[src/rtl/mc_ctrl_pkg.sv]
// Shared encodings for the multi-cycle MIPS control sequencer: FSM states,
// instruction classes, datapath select codes and opcode/funct constants.
package mc_ctrl_pkg;

  typedef enum logic [2:0] {
    S_FETCH = 3'd0,
    S_DCD   = 3'd1,
    S_EXE   = 3'd2,
    S_MEM   = 3'd3,
    S_WB    = 3'd4
  } state_t;

  typedef enum logic [3:0] {
    C_RTYPE   = 4'd0,
    C_ITYPE   = 4'd1,
    C_LOAD    = 4'd2,
    C_STORE   = 4'd3,
    C_BEQ     = 4'd4,
    C_J       = 4'd5,
    C_JAL     = 4'd6,
    C_JR      = 4'd7,
    C_ILLEGAL = 4'd8
  } inst_class_t;

  localparam logic [2:0] ALU_ADD = 3'd0;
  localparam logic [2:0] ALU_SUB = 3'd1;
  localparam logic [2:0] ALU_AND = 3'd2;
  localparam logic [2:0] ALU_OR  = 3'd3;
  localparam logic [2:0] ALU_SLT = 3'd4;

  localparam logic [1:0] NPC_SEQ    = 2'd0;
  localparam logic [1:0] NPC_BRANCH = 2'd1;
  localparam logic [1:0] NPC_JUMP   = 2'd2;
  localparam logic [1:0] NPC_JR     = 2'd3;

  localparam logic [1:0] REG_DST_RT  = 2'd0;
  localparam logic [1:0] REG_DST_RD  = 2'd1;
  localparam logic [1:0] REG_DST_R31 = 2'd2;

  localparam logic [1:0] WD_ALU = 2'd0;
  localparam logic [1:0] WD_DM  = 2'd1;
  localparam logic [1:0] WD_PC  = 2'd2;

  localparam logic [1:0] EXT_ZERO  = 2'd0;
  localparam logic [1:0] EXT_SIGN  = 2'd1;
  localparam logic [1:0] EXT_UPPER = 2'd2;

  localparam logic [5:0] OP_RTYPE = 6'b000000;
  localparam logic [5:0] OP_ADDIU = 6'b001001;
  localparam logic [5:0] OP_ORI   = 6'b001101;
  localparam logic [5:0] OP_LUI   = 6'b001111;
  localparam logic [5:0] OP_LW    = 6'b100011;
  localparam logic [5:0] OP_SW    = 6'b101011;
  localparam logic [5:0] OP_BEQ   = 6'b000100;
  localparam logic [5:0] OP_J     = 6'b000010;
  localparam logic [5:0] OP_JAL   = 6'b000011;

  localparam logic [5:0] F_ADDU = 6'b100001;
  localparam logic [5:0] F_SUBU = 6'b100011;
  localparam logic [5:0] F_AND  = 6'b100100;
  localparam logic [5:0] F_OR   = 6'b100101;
  localparam logic [5:0] F_SLT  = 6'b101010;
  localparam logic [5:0] F_JR   = 6'b001000;

endpackage

[src/rtl/mc_ctrl_decode.sv]
// Combinational instruction decode: op/funct to instruction class plus the
// ALU-side controls (operation, immediate extension, operand B select).
module mc_decode
  import mc_ctrl_pkg::*;
(
  input  logic [5:0]  op,
  input  logic [5:0]  funct,
  output inst_class_t inst_class,
  output logic [2:0]  alu_op,
  output logic [1:0]  ext_op,
  output logic        alu_src
);

  always_comb begin
    inst_class = C_ILLEGAL;
    alu_op     = ALU_ADD;
    ext_op     = EXT_ZERO;
    alu_src    = 1'b0;
    case (op)
      OP_RTYPE: begin
        case (funct)
          F_ADDU: begin inst_class = C_RTYPE; alu_op = ALU_ADD; end
          F_SUBU: begin inst_class = C_RTYPE; alu_op = ALU_SUB; end
          F_AND:  begin inst_class = C_RTYPE; alu_op = ALU_AND; end
          F_OR:   begin inst_class = C_RTYPE; alu_op = ALU_OR;  end
          F_SLT:  begin inst_class = C_RTYPE; alu_op = ALU_SLT; end
          F_JR:   inst_class = C_JR;
          default: inst_class = C_ILLEGAL;
        endcase
      end
      OP_ADDIU: begin
        inst_class = C_ITYPE;
        alu_op     = ALU_ADD;
        ext_op     = EXT_SIGN;
        alu_src    = 1'b1;
      end
      OP_ORI: begin
        inst_class = C_ITYPE;
        alu_op     = ALU_OR;
        ext_op     = EXT_ZERO;
        alu_src    = 1'b1;
      end
      // rs is $0 for lui, so OR-ing the upper-extended immediate yields it unchanged
      OP_LUI: begin
        inst_class = C_ITYPE;
        alu_op     = ALU_OR;
        ext_op     = EXT_UPPER;
        alu_src    = 1'b1;
      end
      OP_LW: begin
        inst_class = C_LOAD;
        alu_op     = ALU_ADD;
        ext_op     = EXT_SIGN;
        alu_src    = 1'b1;
      end
      OP_SW: begin
        inst_class = C_STORE;
        alu_op     = ALU_ADD;
        ext_op     = EXT_SIGN;
        alu_src    = 1'b1;
      end
      OP_BEQ: begin
        inst_class = C_BEQ;
        alu_op     = ALU_SUB;
        ext_op     = EXT_SIGN;
        alu_src    = 1'b0;
      end
      OP_J:    inst_class = C_J;
      OP_JAL:  inst_class = C_JAL;
      default: inst_class = C_ILLEGAL;
    endcase
  end

endmodule

[src/rtl/mc_ctrl.sv]
// Multi-cycle control FSM for the MIPS datapath: steps each instruction
// through FETCH/DCD/EXE/MEM/WB and counts retired instructions.
module mc_ctrl
  import mc_ctrl_pkg::*;
#(
  parameter int CNT_W = 32
) (
  input  logic             clk,
  input  logic             rst,
  input  logic [5:0]       op,
  input  logic [5:0]       funct,
  input  logic             zero,
  input  logic             dm_ready,
  output logic             pc_wr,
  output logic [1:0]       npc_sel,
  output logic             ir_wr,
  output logic             rf_wr,
  output logic [1:0]       reg_dst,
  output logic [1:0]       wd_sel,
  output logic [1:0]       ext_op,
  output logic             alu_src,
  output logic [2:0]       alu_op,
  output logic             dm_rd,
  output logic             dm_wr,
  output logic             illegal,
  output logic [CNT_W-1:0] retired,
  output logic [2:0]       state
);

  state_t      state_q;
  state_t      state_d;
  inst_class_t inst_class;
  logic [2:0]  dec_alu_op;
  logic [1:0]  dec_ext_op;
  logic        dec_alu_src;
  logic        retire;

  mc_decode u_decode (
    .op         (op),
    .funct      (funct),
    .inst_class (inst_class),
    .alu_op     (dec_alu_op),
    .ext_op     (dec_ext_op),
    .alu_src    (dec_alu_src)
  );

  always_ff @(posedge clk) begin
    if (rst) state_q <= S_FETCH;
    else     state_q <= state_d;
  end

  always_comb begin
    state_d = state_q;
    case (state_q)
      S_FETCH: state_d = S_DCD;
      S_DCD: begin
        case (inst_class)
          C_J, C_JAL, C_JR, C_ILLEGAL: state_d = S_FETCH;
          default:                     state_d = S_EXE;
        endcase
      end
      S_EXE: begin
        case (inst_class)
          C_BEQ:          state_d = S_FETCH;
          C_LOAD, C_STORE: state_d = S_MEM;
          default:        state_d = S_WB;
        endcase
      end
      S_MEM: begin
        if (dm_ready) state_d = (inst_class == C_LOAD) ? S_WB : S_FETCH;
      end
      S_WB:    state_d = S_FETCH;
      default: state_d = S_FETCH;
    endcase
  end

  // Memory handshake: dm_rd/dm_wr stay high every MEM cycle until the memory
  // answers dm_ready=1 in a cycle where the request is up; that cycle completes
  // the access (same-cycle ready means zero wait). dm_ready is ignored elsewhere.
  always_comb begin
    pc_wr   = 1'b0;
    npc_sel = NPC_SEQ;
    ir_wr   = 1'b0;
    rf_wr   = 1'b0;
    reg_dst = REG_DST_RT;
    wd_sel  = WD_ALU;
    ext_op  = EXT_ZERO;
    alu_src = 1'b0;
    alu_op  = ALU_ADD;
    dm_rd   = 1'b0;
    dm_wr   = 1'b0;
    illegal = 1'b0;
    if (!rst) begin
      if (state_q == S_EXE || state_q == S_MEM || state_q == S_WB) begin
        ext_op  = dec_ext_op;
        alu_src = dec_alu_src;
        alu_op  = dec_alu_op;
      end
      case (state_q)
        S_FETCH: begin
          ir_wr = 1'b1;
          pc_wr = 1'b1;
        end
        S_DCD: begin
          case (inst_class)
            C_J: begin
              pc_wr   = 1'b1;
              npc_sel = NPC_JUMP;
            end
            // PC already holds PC+4 from FETCH, which is the link value
            C_JAL: begin
              pc_wr   = 1'b1;
              npc_sel = NPC_JUMP;
              rf_wr   = 1'b1;
              reg_dst = REG_DST_R31;
              wd_sel  = WD_PC;
            end
            C_JR: begin
              pc_wr   = 1'b1;
              npc_sel = NPC_JR;
            end
            C_ILLEGAL: illegal = 1'b1;
            default: ;
          endcase
        end
        S_EXE: begin
          if (inst_class == C_BEQ) begin
            pc_wr   = zero;
            npc_sel = NPC_BRANCH;
          end
        end
        S_MEM: begin
          dm_rd = (inst_class == C_LOAD);
          dm_wr = (inst_class == C_STORE);
        end
        S_WB: begin
          rf_wr = 1'b1;
          case (inst_class)
            C_LOAD: begin
              reg_dst = REG_DST_RT;
              wd_sel  = WD_DM;
            end
            C_RTYPE: begin
              reg_dst = REG_DST_RD;
              wd_sel  = WD_ALU;
            end
            default: begin
              reg_dst = REG_DST_RT;
              wd_sel  = WD_ALU;
            end
          endcase
        end
        default: ;
      endcase
    end
  end

  assign retire = (state_q != S_FETCH) && (state_d == S_FETCH);

  always_ff @(posedge clk) begin
    if (rst)         retired <= '0;
    else if (retire) retired <= retired + CNT_W'(1);
  end

  assign state = state_q;

endmodule

[config.mk]
export PLATFORM = sky130hd
export DESIGN_NAME = mc_ctrl
export DESIGN_NICKNAME = d
export VERILOG_FILES = /design/src/rtl/mc_ctrl_pkg.sv /design/src/rtl/mc_ctrl_decode.sv /design/src/rtl/mc_ctrl.sv
export SDC_FILE = /design/constraint.sdc
export NUM_CORES = 1
export LEC_CHECK = 0
export CAP_MARGIN = 0
export CELL_PAD_IN_SITES_DETAIL_PLACEMENT = 1
export CELL_PAD_IN_SITES_GLOBAL_PLACEMENT = 1
export CORE_UTILIZATION = 25
export CTS_CLUSTER_DIAMETER = 60
export DETAILED_ROUTE_END_ITERATION = 10
export GPL_ROUTABILITY_DRIVEN = 0
export MAX_ROUTING_LAYER = met4
export PLACE_DENSITY_LB_ADDON = 0.25
export SETUP_SLACK_MARGIN = 0.3
export SLEW_MARGIN = 5
export SYNTH_ARGS = -nofsm -noshare
export SYNTH_HDL_FRONTEND = slang
export SYNTH_HIERARCHICAL = 1
export SYNTH_SLANG_ARGS = --single-unit
[constraint.sdc]
create_clock -name clk -period 4.32 [get_ports clk]
set_input_delay 0.864 -clock clk [delete_from_list [all_inputs] [get_ports clk]]
set_output_delay 0.864 -clock clk [all_outputs]
set_load 0.05 [all_outputs]
# After elaboration in Yosys (flattened, before gate mapping)
# Cells that the tools add are included.
dict set report op_classes {
  muxes 44
  eq_ne 25
  reduce_logical 17
  n_addsub 1
}
# op count
set op_table {}
lappend op_table {{6-bit equality test (second input constant)} 7}
lappend op_table {{32-bit by 1-bit adder with 32-bit output (second input constant)} 1}
lappend op_table {{4-bit one-hot mux with 7 select lines} 1}
lappend op_table {{6-bit by 4-bit equality test with 1-bit output (second input constant)} 4}
lappend op_table {{3-bit one-hot mux with 4 select lines} 2}
lappend op_table {{1-bit two-way mux} 20}
lappend op_table {{2-bit one-hot mux with 2 select lines} 5}
lappend op_table {{4-bit by 3-bit equality test with 1-bit output (second input constant)} 4}
lappend op_table {{2-bit two-way mux} 7}
lappend op_table {{6-bit by 2-bit equality test with 1-bit output (second input constant)} 2}
lappend op_table {{3-bit two-way mux} 4}
lappend op_table {{5-bit OR reduction} 2}
lappend op_table {{3-bit one-hot mux with 3 select lines} 1}
lappend op_table {{4-bit by 2-bit equality test with 1-bit output (second input constant)} 2}
lappend op_table {{4-bit one-hot mux with 2 select lines} 1}
lappend op_table {{4-bit OR reduction} 2}
lappend op_table {{3-bit by 2-bit equality test with 1-bit output (second input constant)} 2}
lappend op_table {{6-bit by 3-bit equality test with 1-bit output (second input constant)} 1}
lappend op_table {{3-bit zero test} 2}
lappend op_table {{6-bit zero test} 1}
lappend op_table {{3-bit one-hot mux with 2 select lines} 1}
lappend op_table {{2-bit OR reduction} 3}
lappend op_table {{3-bit OR reduction} 2}
lappend op_table {{4-bit equality test (second input constant)} 1}
lappend op_table {{other kinds (8)} 9}
dict set report word_totals {
  out_inout_bits 53
  ff_bits 35
}

# Depth between registers and ports, before layout
dict set report logic_depth {
  ltp_word 10
  mapped_depth 13
}

# Hierarchy
# Netlist, hierarchy kept.
# mod n_inst area_per_inst_um2 seq_area_each_um2 cells_per_inst
set modules_own_cells {}
lappend modules_own_cells {mc_ctrl 1 1981.9 700.7 244}
lappend modules_own_cells {mc_decode 1 325.3 0.0 48}

# Worst setup path after synthesis
# No wires, ideal clock.
dict set report synth_path {
  path_kind {input to output}
  from {input port funct[0]}
  to {output port wd_sel[1]}
  path_stages 7
  slack_ps -819
  arrival_ps 4275
  cell_sequence {or4b_4 or3_4 a311oi_2 buf_2 nand2b_1 nor4_1 buf_4}
}
dict set report synth_between {
  elab_chain_cells 8
  word_cells_on_any_way 13
  classes_between {eq/ne: 7; mux: 5; reduce/logical: 1}
}
# item line_no
set synth_lines {}
lappend synth_lines {{from (decl)} mc_ctrl.sv:11} ;# input logic [5:0] funct,
lappend synth_lines {{6-bit equality test} mc_ctrl_decode.sv:21} ;# case (funct)
lappend synth_lines {{5-bit OR reduction (no line)} -}
lappend synth_lines {{4-bit one-hot mux with 2 select lines *} mc_ctrl_decode.sv:21}
lappend synth_lines {{4-bit one-hot mux with 7 select lines *} mc_ctrl_decode.sv:19} ;# case (op)
lappend synth_lines {{named net inst_class[2]} mc_ctrl.sv:32} ;# inst_class_t inst_class;
lappend synth_lines {{4-bit by 3-bit equality test with 1-bit output *} mc_ctrl.sv:105} ;# case (inst_class)
lappend synth_lines {{2-bit two-way mux *} mc_ctrl.sv:105}
lappend synth_lines {{2-bit one-hot mux with 2 select lines *} mc_ctrl.sv:99} ;# case (state_q)
lappend synth_lines {{2-bit two-way mux *} mc_ctrl.sv:93} ;# if (!rst) begin
lappend synth_lines {{to (decl)} mc_ctrl.sv:19} ;# output logic [1:0] wd_sel,
# The timed path passes the listed nets; every way through them passes the cells marked *.

# Worst setup path after layout
dict set report layout_path {
  from {input port op[4]}
  to {output port illegal}
}
dict set report layout_between {
  elab_chain_cells 7
  word_cells_on_any_way 15
  classes_between {eq/ne: 9; mux: 4; reduce/logical: 2}
}
# item line_no
set layout_lines {}
lappend layout_lines {{from (decl)} mc_ctrl.sv:10} ;# input logic [5:0] op,
lappend layout_lines {{6-bit by 4-bit equality test with 1-bit output} mc_ctrl_decode.sv:19}
lappend layout_lines {{3-bit OR reduction (no line)} -}
lappend layout_lines {{4-bit one-hot mux with 7 select lines *} mc_ctrl_decode.sv:19}
lappend layout_lines {{named net inst_class[3]} mc_ctrl.sv:32}
lappend layout_lines {{4-bit equality test *} mc_ctrl.sv:105}
lappend layout_lines {{1-bit two-way mux *} mc_ctrl.sv:105}
lappend layout_lines {{1-bit two-way mux *} mc_ctrl.sv:99}
lappend layout_lines {{1-bit two-way mux *} mc_ctrl.sv:93}
lappend layout_lines {{to (decl)} mc_ctrl.sv:25} ;# output logic illegal,
# Marks and branches as above.

==> metrics.md <==
| Metric | Value |
|---|---|
| Final setup fails | `0` |
| Layout Skew | `0.008243 ns` |
| Power Density | `approximately 210 nW/um^2` |
| Violated checks | `DRC` |
| Max Clock Freq | `254.6 MHz` |
| Met3 WL | `249 microns` |
| Yosys top cell by area | `dfxtp_1` |
| CTS tree | `done` |
| Worst IR Drop VDD | `~0.12 mV` |
| Fin crit share | `around nine tenths` |
| Most common library cells after synthesis | `46 x nor2_1, 35 x dfxtp_1, 26 x xor2_1` |
| Routed vias/inst | `between 5 and 6` |
| Area delta synth->final | `63.83%` |
| Vias in the first global route | `2427` |
| Antenna Cells | `0` |
| Seq/Total Area, Yosys | `30.37%` |
| Initial antenna violation count | `0` |
| Metal2 WL | `3726 microns` |
| Largest net degree at the start of global routing | `33` |
| Starting Density | `between 20% and 30%` |
| Nets | `roughly 400` |
| GRT Total Usage | `15.58%` |
| First-pass detailed-route iteration total | `9` |
| Crit path max fanout | `4` |
| Clock Sinks | `35` |
| Core ar. | `8848 sq um` |
| MaxCap Viol Count | `0` |
| #FFs+latches synth | `35` |
| Status | `finished, violations left` |
| IO Count | `69` |
| Fillcell total | `1033` |
| Hold endpoint | `retired[8]$_SDFFE_PP0P_` |
| Residual DRC | `9` |
| ANT nets after route | `0` |
| Site row count | `34` |
| Top layer in use | `met4` |
| Num CTS Buffers | `5` |
| EDFF count, synth | `0` |
| Mean Syn Cell Area | `a little under 8 sq um` |
| DRT met1 WL | `between 3000 and 4000 microns` |
| Slew @ Worst Pin | `0.9120 ns` |
| Yosys warns | `6` |
| Final Worst Setup Slack | `0.3923 ns` |
| Share of cells above drive strength 1 | `24.94%` |
| First-pass GRT wire length | `12020 microns` |
| Leakage power | `1.361 nW` |
| Hpwl dp | `5387 microns` |
| Data required time of the worst path | `between 3 and 4 ns` |
| Register Area | `700.7 sq um` |
| RSZ-0062 raised after global routing | `true` |
| Crit Path Class | `primary input to output pin` |
| Hold Path Cell Cnt | `2` |
| Width of the chip | `a little under 100 microns` |
| Async set-reset flop share out of synthesis | `0%` |
| Count of different cell masters after synthesis | `52` |
| IO Port Bufs | `68` |
| Mapped Area | `2307 sq um` |
| Grt ovf | `0` |
| Root Buffer Master | `clkbuf_8` |
| Wire per inst | `14.92 microns` |
| WL final | `7354 microns` |
| Mapped Cells | `292` |
| Post-synth top flop | `dfxtp_1` |
| Setup tns final | `0 ns` |
| Synth top area share | `30.37%` |
| CTS clk-pin slew, worst paths | `0.08 ns` |
| Reg2reg setup slack | `1.92 ns` |
| Hold/Removal Path Class | `register to register` |
| Slew headroom | `between 30% and 40%` |
| Count leader, synth | `nor2_1` |
| Min cycle time layout | `3.928 ns` |
| H-Tree Level Count | `2` |
| Critical Path AT | `3.06 ns` |
| DIE AREA | `slightly below 10000 sq um` |
| Area of the multi-input gates | `1697 sq um` |
| Worst R2R Path Depth | `6` |
| Clock Path Buffers | `2` |
| Skew-Pair Late Insertion Delay | `0.29 ns` |
| Synth area leaders | `dfxtp_1 30%, xor2_1 9.9%, nor2_1 7.5%, o211ai_1 3.9%, o2111ai_1 3.8%` |
| Max-slew violation count | `0` |
| Fin. Hold Viols | `0` |
| DRT iter0 DRCs | `between 40 and 50` |
| Crit end category | `output pin` |
| Vias | `2507` |
| Dpl ws | `-0.1098 ns` |
| Synthesized Nets | `309` |
| Hold path startpoint | `retired[8]$_SDFFE_PP0P_` |
| Die Ht | `98.07 microns` |
| Origin of the critical flop-to-flop path | `retired[10]$_SDFFE_PP0P_` |
| RR Endpoint | `retired[26]$_SDFFE_PP0P_` |
| Crit path launch type | `primary input` |
==> sequential cells by signal, summed over array words and instances (netlist names) <==
signal and flops:
retired 32, state 3
==> worst max-delay path: stages <==
cell and delay [ns]:
dlygate4sd2_1 0.24, or3_4 0.39, nand3b_1 0.23, o41ai_4 0.43
or4b_4 0.53, buf_6 0.14, nor2_4 0.10, buf_12 0.14
==> how the worst max path moves through the flow <==
| stage | startpoint | to | slack (ns) | cells past startpoint |
|---|---|---|---|---|
| 6_report | op[4] | illegal | 0.39 | 8 |
| 3_5_place_dp | funct[3] | dm_rd | -0.11 | 7 |
| 4_1_cts | funct[2] | pc_wr | 0.29 | 11 |
| 3_3_place_gp | funct[3] | dm_rd | -0.09 | 7 |
| 2_1_floorplan | funct[0] | dm_rd | -0.07 | 7 |
| 5_1_grt | funct[2] | pc_wr | 0.29 | 11 |
==> layout make-up <==
class	instances	share of cell area, %
timing repair buffer	104	29.29
inverter	6	0.5958
clock inverter	2	0.9268
sequential	35	18.54
clock buffer	6	2.185
tap	108	3.575
multi-input combinational	232	44.89
==> through the flow <==
step	cell area (sq um)	util (%)	total power, W	hold WS [ns]	instances
floorplan	2405	-	0.0004302	0.7119	292
global placement	3540	40.00	0.0005000	0.4792	481
detailed placement	3540	40.00	0.0005017	0.4961	481
CTS	3772	42.63	0.0008178	0.5070	493
global route	3780	42.72	0.0008421	0.5309	493
finish	3780	42.72	0.0008099	0.5019	493
==> repair_timing <==
item / CTS / global route
gates resized for setup: 35 / 9
hold buffers: 0 / 0
hold endpoints to repair: 0 / 0
endpoints found under the setup margin: 31 / 10
pin swaps: 10 / 7
setup buffers: 4 / 0
==> cells in the final DEF (no fill, tap or decap), types with 6 or more instances in the layout <==
cell type	n
buf_4	36
clkbuf_8	6
xor2_1	26
o2111ai_1	10
clkdlybuf4s50_1	39
nor3_1	8
inv_1	6
a21oi_1	10
nor2_1	42
o211ai_1	12
nand3_1	7
buf_12	17
and2_1	10
dfxtp_1	35
nand2_1	9
or3_1	6
and3_1	7
==> power by group <==
group	switching, W	leakage [nW]	total, W	internal (W)
clock	0.000123	0.0612	0.000310	0.000187
sequential	0.0000100	0.282	0.000336	0.000326
combinational	0.0000950	1.02	0.000164	0.0000688
total	0.000228	1.36	0.000810	0.000582
==> routing by layer <==
layer | vias up | GRT usage [%]
li1 | 1247 | -
met1 | 1204 | 18.95
met2 | 51 | 27.30
met3 | 5 | 2.649
met4 | 0 | 2.448
met5 | - | -
==> kinds of logic (layout without fill, tap and decap cells) <==
logic type	after synthesis	after routing	share of synthesized area [%]
AO/OA/AOI/OAI	62	62	19.36
XOR/XNOR	29	29	11.01
adder cells (fa/ha/maj)	1	1	0.5422
multiplexers	3	3	1.356
buffers and inverters	25	118	4.718
flip-flops	35	35	30.37
AND/OR/NAND/NOR	137	137	32.65
No activity file was read; power rests on OpenSTA's default activity.
